### config.mk
export PLATFORM = sky130hd
export DESIGN_NAME = rx_block_assembler_flat
export DESIGN_NICKNAME = d
export VERILOG_FILES = /design/src/rtl/rx_block_assembler_if.sv /design/src/rtl/rx_block_assembler.sv /design/src/flat_wrapper.sv
export SDC_FILE = /design/constraint.sdc
export NUM_CORES = 1
export LEC_CHECK = 0
export CORE_ASPECT_RATIO = 0.75
export CORE_MARGIN = 3
export CORE_UTILIZATION = 40
export DETAILED_ROUTE_END_ITERATION = 8
export PLACE_DENSITY = 0.66
export SKIP_LAST_GASP = 1
export SYNTH_ARGS = -nofsm -noshare
export SYNTH_HDL_FRONTEND = slang
export SYNTH_SLANG_ARGS = --single-unit
### constraint.sdc
create_clock -name CLK -period 15.1 [get_ports CLK]
set_input_delay 3.775 -clock CLK [delete_from_list [all_inputs] [get_ports CLK]]
set_output_delay 3.775 -clock CLK [all_outputs]
set_load 0.01 [all_outputs]
### src/rtl/rx_block_assembler_if.sv
// Purpose: receiver-word input bus, cipher-block output handshake and status bus for rx_block_assembler.
// Latency: none; this file only groups signals.
// Backpressure: blk_ready from the cipher core stalls the assembler's single output block buffer.
interface rx_block_assembler_if #(
    parameter int WORDS  = 4,
    parameter int WORD_W = 32,
    parameter int ERR_W  = 8
);
    // Receiver side
    logic                    Data_Ready;
    logic [WORD_W-1:0]       Data_Rx;
    logic                    parity_err;

    // Cipher core side
    logic                    blk_ready;
    logic                    blk_valid;
    logic [WORDS*WORD_W-1:0] blk_data;

    // Status
    logic [3:0]              word_cnt;
    logic                    drop_pulse;
    logic                    overrun;
    logic [ERR_W-1:0]        err_count;

    // Assembler view
    modport slave (
        input  Data_Ready, Data_Rx, parity_err, blk_ready,
        output blk_valid, blk_data, word_cnt, drop_pulse, overrun, err_count
    );

    // Environment view: drives the receiver words and the core's ready
    modport master (
        output Data_Ready, Data_Rx, parity_err, blk_ready,
        input  blk_valid, blk_data, word_cnt, drop_pulse, overrun, err_count
    );
endinterface

### src/rtl/rx_block_assembler.sv
// Purpose: packs WORDS good receiver words (first word in MS position) into one cipher block.
// Latency: block valid one cycle after the Data_Ready rising edge carrying its last word.
// Backpressure: one output block plus one held assembly block; further words are dropped and flag overrun.
module rx_block_assembler #(
    parameter int WORDS  = 4,
    parameter int WORD_W = 32,
    parameter int ERR_W  = 8
) (
    input  logic              CLK,
    input  logic              CLR,
    rx_block_assembler_if.slave bus
);
    localparam int         BLK_W    = WORDS * WORD_W;
    localparam logic [3:0] LAST_CNT = 4'(WORDS - 1);
    localparam logic [3:0] FULL_CNT = 4'(WORDS);

    typedef enum logic {
        COLLECT,
        FULL
    } state_t;

    state_t            state;
    logic              data_ready_q;
    logic [BLK_W-1:0]  asm_q;
    logic [BLK_W-1:0]  blk_data_q;
    logic              blk_valid_q;
    logic [3:0]        word_cnt_q;
    logic              drop_pulse_q;
    logic              overrun_q;
    logic [ERR_W-1:0]  err_count_q;

    logic              we;
    logic              drain;
    logic              out_free;
    logic [BLK_W-1:0]  asm_shift;

    // Word event is the rising edge of Data_Ready; the level may be held indefinitely.
    assign we        = bus.Data_Ready & ~data_ready_q;
    assign drain     = blk_valid_q & bus.blk_ready;
    assign out_free  = ~blk_valid_q | bus.blk_ready;
    assign asm_shift = {asm_q[(WORDS-1)*WORD_W-1:0], bus.Data_Rx};

    // Assembly/output state machine; every output is a register.
    always_ff @(posedge CLK or posedge CLR) begin
        if (CLR) begin
            state        <= COLLECT;
            data_ready_q <= 1'b0;
            asm_q        <= '0;
            blk_data_q   <= '0;
            blk_valid_q  <= 1'b0;
            word_cnt_q   <= 4'd0;
            drop_pulse_q <= 1'b0;
            overrun_q    <= 1'b0;
            err_count_q  <= '0;
        end else begin
            data_ready_q <= bus.Data_Ready;
            drop_pulse_q <= 1'b0;
            case (state)
                COLLECT: begin
                    // Acceptance empties the output unless a completing word refills it below.
                    if (drain) begin
                        blk_valid_q <= 1'b0;
                    end
                    if (we) begin
                        if (bus.parity_err) begin
                            // Bad word: discard the partial block, never store the word.
                            asm_q        <= '0;
                            word_cnt_q   <= 4'd0;
                            drop_pulse_q <= 1'b1;
                            if (err_count_q != {ERR_W{1'b1}}) begin
                                err_count_q <= err_count_q + ERR_W'(1);
                            end
                        end else if (word_cnt_q == LAST_CNT) begin
                            if (out_free) begin
                                // Output is free (or being accepted now): hand the block over directly.
                                blk_data_q  <= asm_shift;
                                blk_valid_q <= 1'b1;
                                asm_q       <= '0;
                                word_cnt_q  <= 4'd0;
                            end else begin
                                // Output still occupied: park the finished block in assembly.
                                asm_q      <= asm_shift;
                                word_cnt_q <= FULL_CNT;
                                state      <= FULL;
                            end
                        end else begin
                            asm_q      <= asm_shift;
                            word_cnt_q <= word_cnt_q + 4'd1;
                        end
                    end
                end
                FULL: begin
                    // No room anywhere: any word arriving now is lost, even on the drain edge.
                    if (we) begin
                        overrun_q <= 1'b1;
                    end
                    // Parked block moves to the output on the same edge the old one is taken.
                    if (drain) begin
                        blk_data_q  <= asm_q;
                        blk_valid_q <= 1'b1;
                        asm_q       <= '0;
                        word_cnt_q  <= 4'd0;
                        state       <= COLLECT;
                    end
                end
                default: begin
                    state <= COLLECT;
                end
            endcase
        end
    end

    assign bus.blk_valid  = blk_valid_q;
    assign bus.blk_data   = blk_data_q;
    assign bus.word_cnt   = word_cnt_q;
    assign bus.drop_pulse = drop_pulse_q;
    assign bus.overrun    = overrun_q;
    assign bus.err_count  = err_count_q;
endmodule

### src/flat_wrapper.sv
// flat-port wrapper written by rule: the top's interface ports become plain ports
module rx_block_assembler_flat 
#(
    parameter int WORDS  = 4,
    parameter int WORD_W = 32,
    parameter int ERR_W  = 8
)
  (CLK, CLR, bus_Data_Ready, bus_Data_Rx, bus_parity_err, bus_blk_ready, bus_blk_valid, bus_blk_data, bus_word_cnt, bus_drop_pulse, bus_overrun, bus_err_count);
  rx_block_assembler_if #(.WORDS(WORDS), .WORD_W(WORD_W), .ERR_W(ERR_W)) bus_i ();
  input  logic CLK;
  input  logic CLR;
  input wire logic [$bits(bus_i.Data_Ready)-1:0] bus_Data_Ready;
  input wire logic [$bits(bus_i.Data_Rx)-1:0] bus_Data_Rx;
  input wire logic [$bits(bus_i.parity_err)-1:0] bus_parity_err;
  input wire logic [$bits(bus_i.blk_ready)-1:0] bus_blk_ready;
  output wire logic [$bits(bus_i.blk_valid)-1:0] bus_blk_valid;
  output wire logic [$bits(bus_i.blk_data)-1:0] bus_blk_data;
  output wire logic [$bits(bus_i.word_cnt)-1:0] bus_word_cnt;
  output wire logic [$bits(bus_i.drop_pulse)-1:0] bus_drop_pulse;
  output wire logic [$bits(bus_i.overrun)-1:0] bus_overrun;
  output wire logic [$bits(bus_i.err_count)-1:0] bus_err_count;
  assign bus_i.Data_Ready = bus_Data_Ready;
  assign bus_i.Data_Rx = bus_Data_Rx;
  assign bus_i.parity_err = bus_parity_err;
  assign bus_i.blk_ready = bus_blk_ready;
  assign bus_blk_valid = bus_i.blk_valid;
  assign bus_blk_data = bus_i.blk_data;
  assign bus_word_cnt = bus_i.word_cnt;
  assign bus_drop_pulse = bus_i.drop_pulse;
  assign bus_overrun = bus_i.overrun;
  assign bus_err_count = bus_i.err_count;
  rx_block_assembler #(.WORDS(WORDS), .WORD_W(WORD_W), .ERR_W(ERR_W)) u_core (.CLK(CLK), .CLR(CLR), .bus(bus_i));
endmodule
==> results.txt <==
The flow ran to the end, and the final reports show no timing, DRC or antenna violations. Grouping stages by cell kind, the critical path spends the most delay in buffers and inverters. Counting flops with a built-in enable in the synthesized netlist gives 0. Walking the worst path, the cells encountered are clkdlybuf4s50_1 -> inv_8 -> buf_4 -> buf_4. The clock buffer count from CTS came out at 28. Setup repair after global routing left no endpoint under its margin. The peak fanout along the critical path came out at 132.

The data arrival time at the worst-slack endpoint is 6760 ps. The source-to-sink clock delay at the later pin of the worst-skew pair is 530 ps. After synthesis the cells add up to 12400 µm². Of all cell types, the one taking the most synthesized area is sky130_fd_sc_hd__dfrtp_1. The leakage power of the design is 6.54 nW.

The share of post-route cells with drive strength above 1 is 30.5%. The number of failing hold endpoints at the final stage came out at 0. The clock network power share came out at 37.6%. The sum of net half-perimeters after detailed placement is 16500 µm. In this run, the combinational gates consume 17.2% of the power. The count of filler cells inserted in the layout is 2640. The detailed router finished its first iteration with 477 violations. Row generation in the floorplan step produced 55 rows. For this configuration, the core starts out at a cell density of 40.8%.

The cell count after synthesis came out at 932. The max-slew violation count is 0. Post-CTS timing repair inserted 0 buffers for setup. The combined global-route utilization of all metal layers came out at 16.7%. The worst-case IR drop observed on VDD is 0.0781 mV. The internal portion of total power is 1.45 mW. The number of buffers inserted by hold repair at cts came out at 0. At the worst endpoint, the required time is 15640 ps.

The area of the die came out at 33200 µm². The actual slew at the worst max-slew pin is 996 ps. The area of the core is 30300 µm². The post-cts gate resize count came out at 0. The detailed-router iteration count before antenna repair is 6. Entering global routing, the biggest net connects 133 pins.

The tool flagged a number of max-cap violations equal to 0. The net count after synthesis is 971. The clock sink count is 273. The number of distinct library cell variants in the gate-level netlist after synthesis came out at 40. The relative area change from synthesis to final layout came out at 23.8%. The endpoint class of the critical path is an async pin.

The most numerous cell type found on the critical path is sky130_fd_sc_hd__buf_4. In this run the clock root is driven by a sky130_fd_sc_hd__clkbuf_16. The number of storage elements in the synthesis netlist is 273. The most used flip-flop cell after synthesis is sky130_fd_sc_hd__dfrtp_1.

The via count of the first global-routing pass is 8200. The final worst clock skew is 6.36 ps. For this block, the via count after detailed routing is 8211. The peak clock frequency supported by timing came out at 161 MHz. The clock tree from TritonCTS is built. The net count of the finished layout is 1106.

The width of the die came out at 209 µm. No sink is reached through more buffers than the 3 on the longest clock path. The share of total power dissipated in sequential elements is 45.3%. In this run the power density over the cells is 127 nW/µm².

The largest incremental delay on the critical path is 840 ps. Together, buffers and inverters on the worst path number 4. The average vias per placed instance is 5.51. The number of ports placed on the die boundary came out at 180. The total power draw came out at 1.95 mW.

The global placement routability congestion came out at 0.686. After detailed routing, the average wire length per cell comes to 19.1 µm. The register clock-pin slew on the reported worst setup and hold paths is 60 ps. After synthesis, the largest area contributor takes up 55.1% of total cell area. The accumulated negative setup slack is 0 ps. Of the total power, the share spent switching nets is 25.7%.

The slowest cell on the critical path is sky130_fd_sc_hd__buf_4. Global routing finished with a remaining overflow of 0. By area the synthesized netlist is led by sky130_fd_sc_hd__dfrtp_1 55%, sky130_fd_sc_hd__mux2_2 24%, sky130_fd_sc_hd__o2bb2ai_1 9.1%. The first-pass GRT wire length came out at 46400 µm. The number of DRC violations after detailed routing is 0. Of all flip-flops after synthesis, the portion carrying an async set or reset was 100%. The synthesized area per cell is 13.3 µm². Headroom to the max-slew limit came out at 33.6%. The critical path start-end classification is in -> async. The path category of the worst min-delay check is reg -> reg. The number of port buffers came out at 179. The clock period minus final worst setup slack came out at 6220 ps.

The initial antenna violation count was 1. In this run the vertical extent of the chip is 158 µm. The total wire length is 28400 µm. The count of nets left with antenna violations once routing finished came out at 0.

The number of warning messages in the yosys log is 0. The number of levels in the clock H-tree is 1. The switching power summed over all nets is 501 µW.

The startpoint class of the critical path is an input pin. The share of the clock period used by the worst path came out at 41.2%. Setup violations remaining at the end of the flow were counted as 0. Sequential cells were found to cover 55.1% of the synthesized design area.
-- metal layers --
layer / GRT usage (%) / up-vias / share of wire, %
met5: 0 / - / 0.046
met4: 2.74 / 2 / 1.4
met3: 3.53 / 32 / 5.6
met2: 24.7 / 177 / 43
met1: 25.8 / 4227 / 50
li1: - / 3773 / -
-- cell usage in the layout (no fill, tap or decap), drive strengths merged, types with 4 or more instances in the layout --
cell type | netlist | routed
nor2b | 5 | 5
mux2 | 260 | 260
o21ai | 130 | 130
a21oi | 4 | 4
and3 | 5 | 5
buf | 46 | 13
dfrtp | 273 | 273
clkbuf | 41 | 41
clkinv | 0 | 5
clkdlybuf4s50 | 0 | 179
o2bb2ai | 129 | 129
-- power groups by stage --
stage	registers (mW)	clock network (mW)	logic, mW
6_report	0.883	0.733	0.335
5_1_grt	0.895	0.786	0.364
4_1_cts	0.883	0.752	0.341
3_5_place_dp	0.895	0	0.339
3_3_place_gp	0.893	0	0.335
2_1_floorplan	0.896	0	0.169
-- state kept, by name, summed over array words and instances (netlist names) --
register               count
u_core.bus.blk_data      128
u_core.bus.overrun         1
u_core.asm_q             128
u_core.bus.drop_pulse      1
u_core.bus.err_count       8
u_core.bus.blk_valid       1
u_core.bus.word_cnt        4
u_core.data_ready_q        1
u_core.state               1
-- synth_stat cells (2+ instances only) --
master                        n
sky130_fd_sc_hd__o22ai_1      3
sky130_fd_sc_hd__clkbuf_1    41
sky130_fd_sc_hd__ha_1         2
sky130_fd_sc_hd__mux2_2     260
sky130_fd_sc_hd__nand4_1      2
sky130_fd_sc_hd__dfrtp_1    273
sky130_fd_sc_hd__inv_1        3
sky130_fd_sc_hd__nand3_1      2
sky130_fd_sc_hd__nand2_1      3
sky130_fd_sc_hd__buf_8        2
sky130_fd_sc_hd__nor4bb_1     3
sky130_fd_sc_hd__and3_1       5
sky130_fd_sc_hd__buf_6       11
sky130_fd_sc_hd__nor2b_1      5
sky130_fd_sc_hd__o2bb2ai_1  129
sky130_fd_sc_hd__buf_2       31
sky130_fd_sc_hd__xnor2_1      2
sky130_fd_sc_hd__a21oi_1      4
sky130_fd_sc_hd__o21ai_0    130
-- layout make-up --
| type | count | area [µm²] | share of cell area (%) |
|---|---|---|---|
| flip-flops and latches | 273 | 6840 | 44.5 |
| multi-input cells | 569 | 5120 | 33.3 |
| repair buffers | 192 | 1890 | 12.3 |
| clock buffers | 41 | 851 | 5.54 |
| well taps | 399 | 499 | 3.25 |
| clock inverters | 11 | 141 | 0.921 |
| inverters | 3 | 18.8 | 0.122 |
| diodes | 1 | 2.50 | 0.0163 |
-- path summary, 6_finish.rpt --
check / startpoint / to / slack (ps) / depth (start not counted)
min in group asynchronous: CLR / u_core.bus.blk_data[118] / 3790 / 2
hold / removal: u_core.asm_q[105] / u_core.asm_q[105] / 480 / 1
setup reg to reg: u_core.state / u_core.bus.blk_data[26] / 11390 / 5
setup / recovery: CLR / u_core.bus.blk_data[7] / 8880 / 4
max in group CLK: bus_Data_Ready / u_core.bus.word_cnt[0] / 9100 / 6
hold reg to reg: u_core.asm_q[105] / u_core.asm_q[105] / 480 / 1
-- per-stage QoR --
stage               std cells  worst slack [ps]  cell area [µm²]  util (%)  hold slack (ps)
floorplan                 932              3800            12400         -              451
global placement         1436              8170            14400      47.3              465
detailed placement       1436              8160            14400      47.3              468
CTS                      1488              8740            15400      50.6              486
global route             1488              8420            15400      50.6              496
finish                   1489              8880            15400      50.6              483
-- logic make-up (layout without fill, tap and decap cells) --
group,Yosys count,in the layout,share of synthesized area [%]
buffers and inverters,90,247,3.92
adder cells (fa/ha/maj),2,2,0.202
XOR/XNOR,2,2,0.141
flip-flops,273,273,55.1
multiplexers,260,260,23.6
AO/OA/AOI/OAI,277,277,15.5
other,0,1,0
AND/OR/NAND/NOR,28,28,1.52
-- worst register-to-register path, cell delays in order, from the launching register on --
cell,delay [ps]
sky130_fd_sc_hd__dfrtp_4,1050
sky130_fd_sc_hd__buf_4,870
sky130_fd_sc_hd__nand3_1,270
sky130_fd_sc_hd__o31ai_4,130
sky130_fd_sc_hd__buf_4,810
sky130_fd_sc_hd__mux2_2,460
Note: power is estimated with default switching activity, not from simulation.
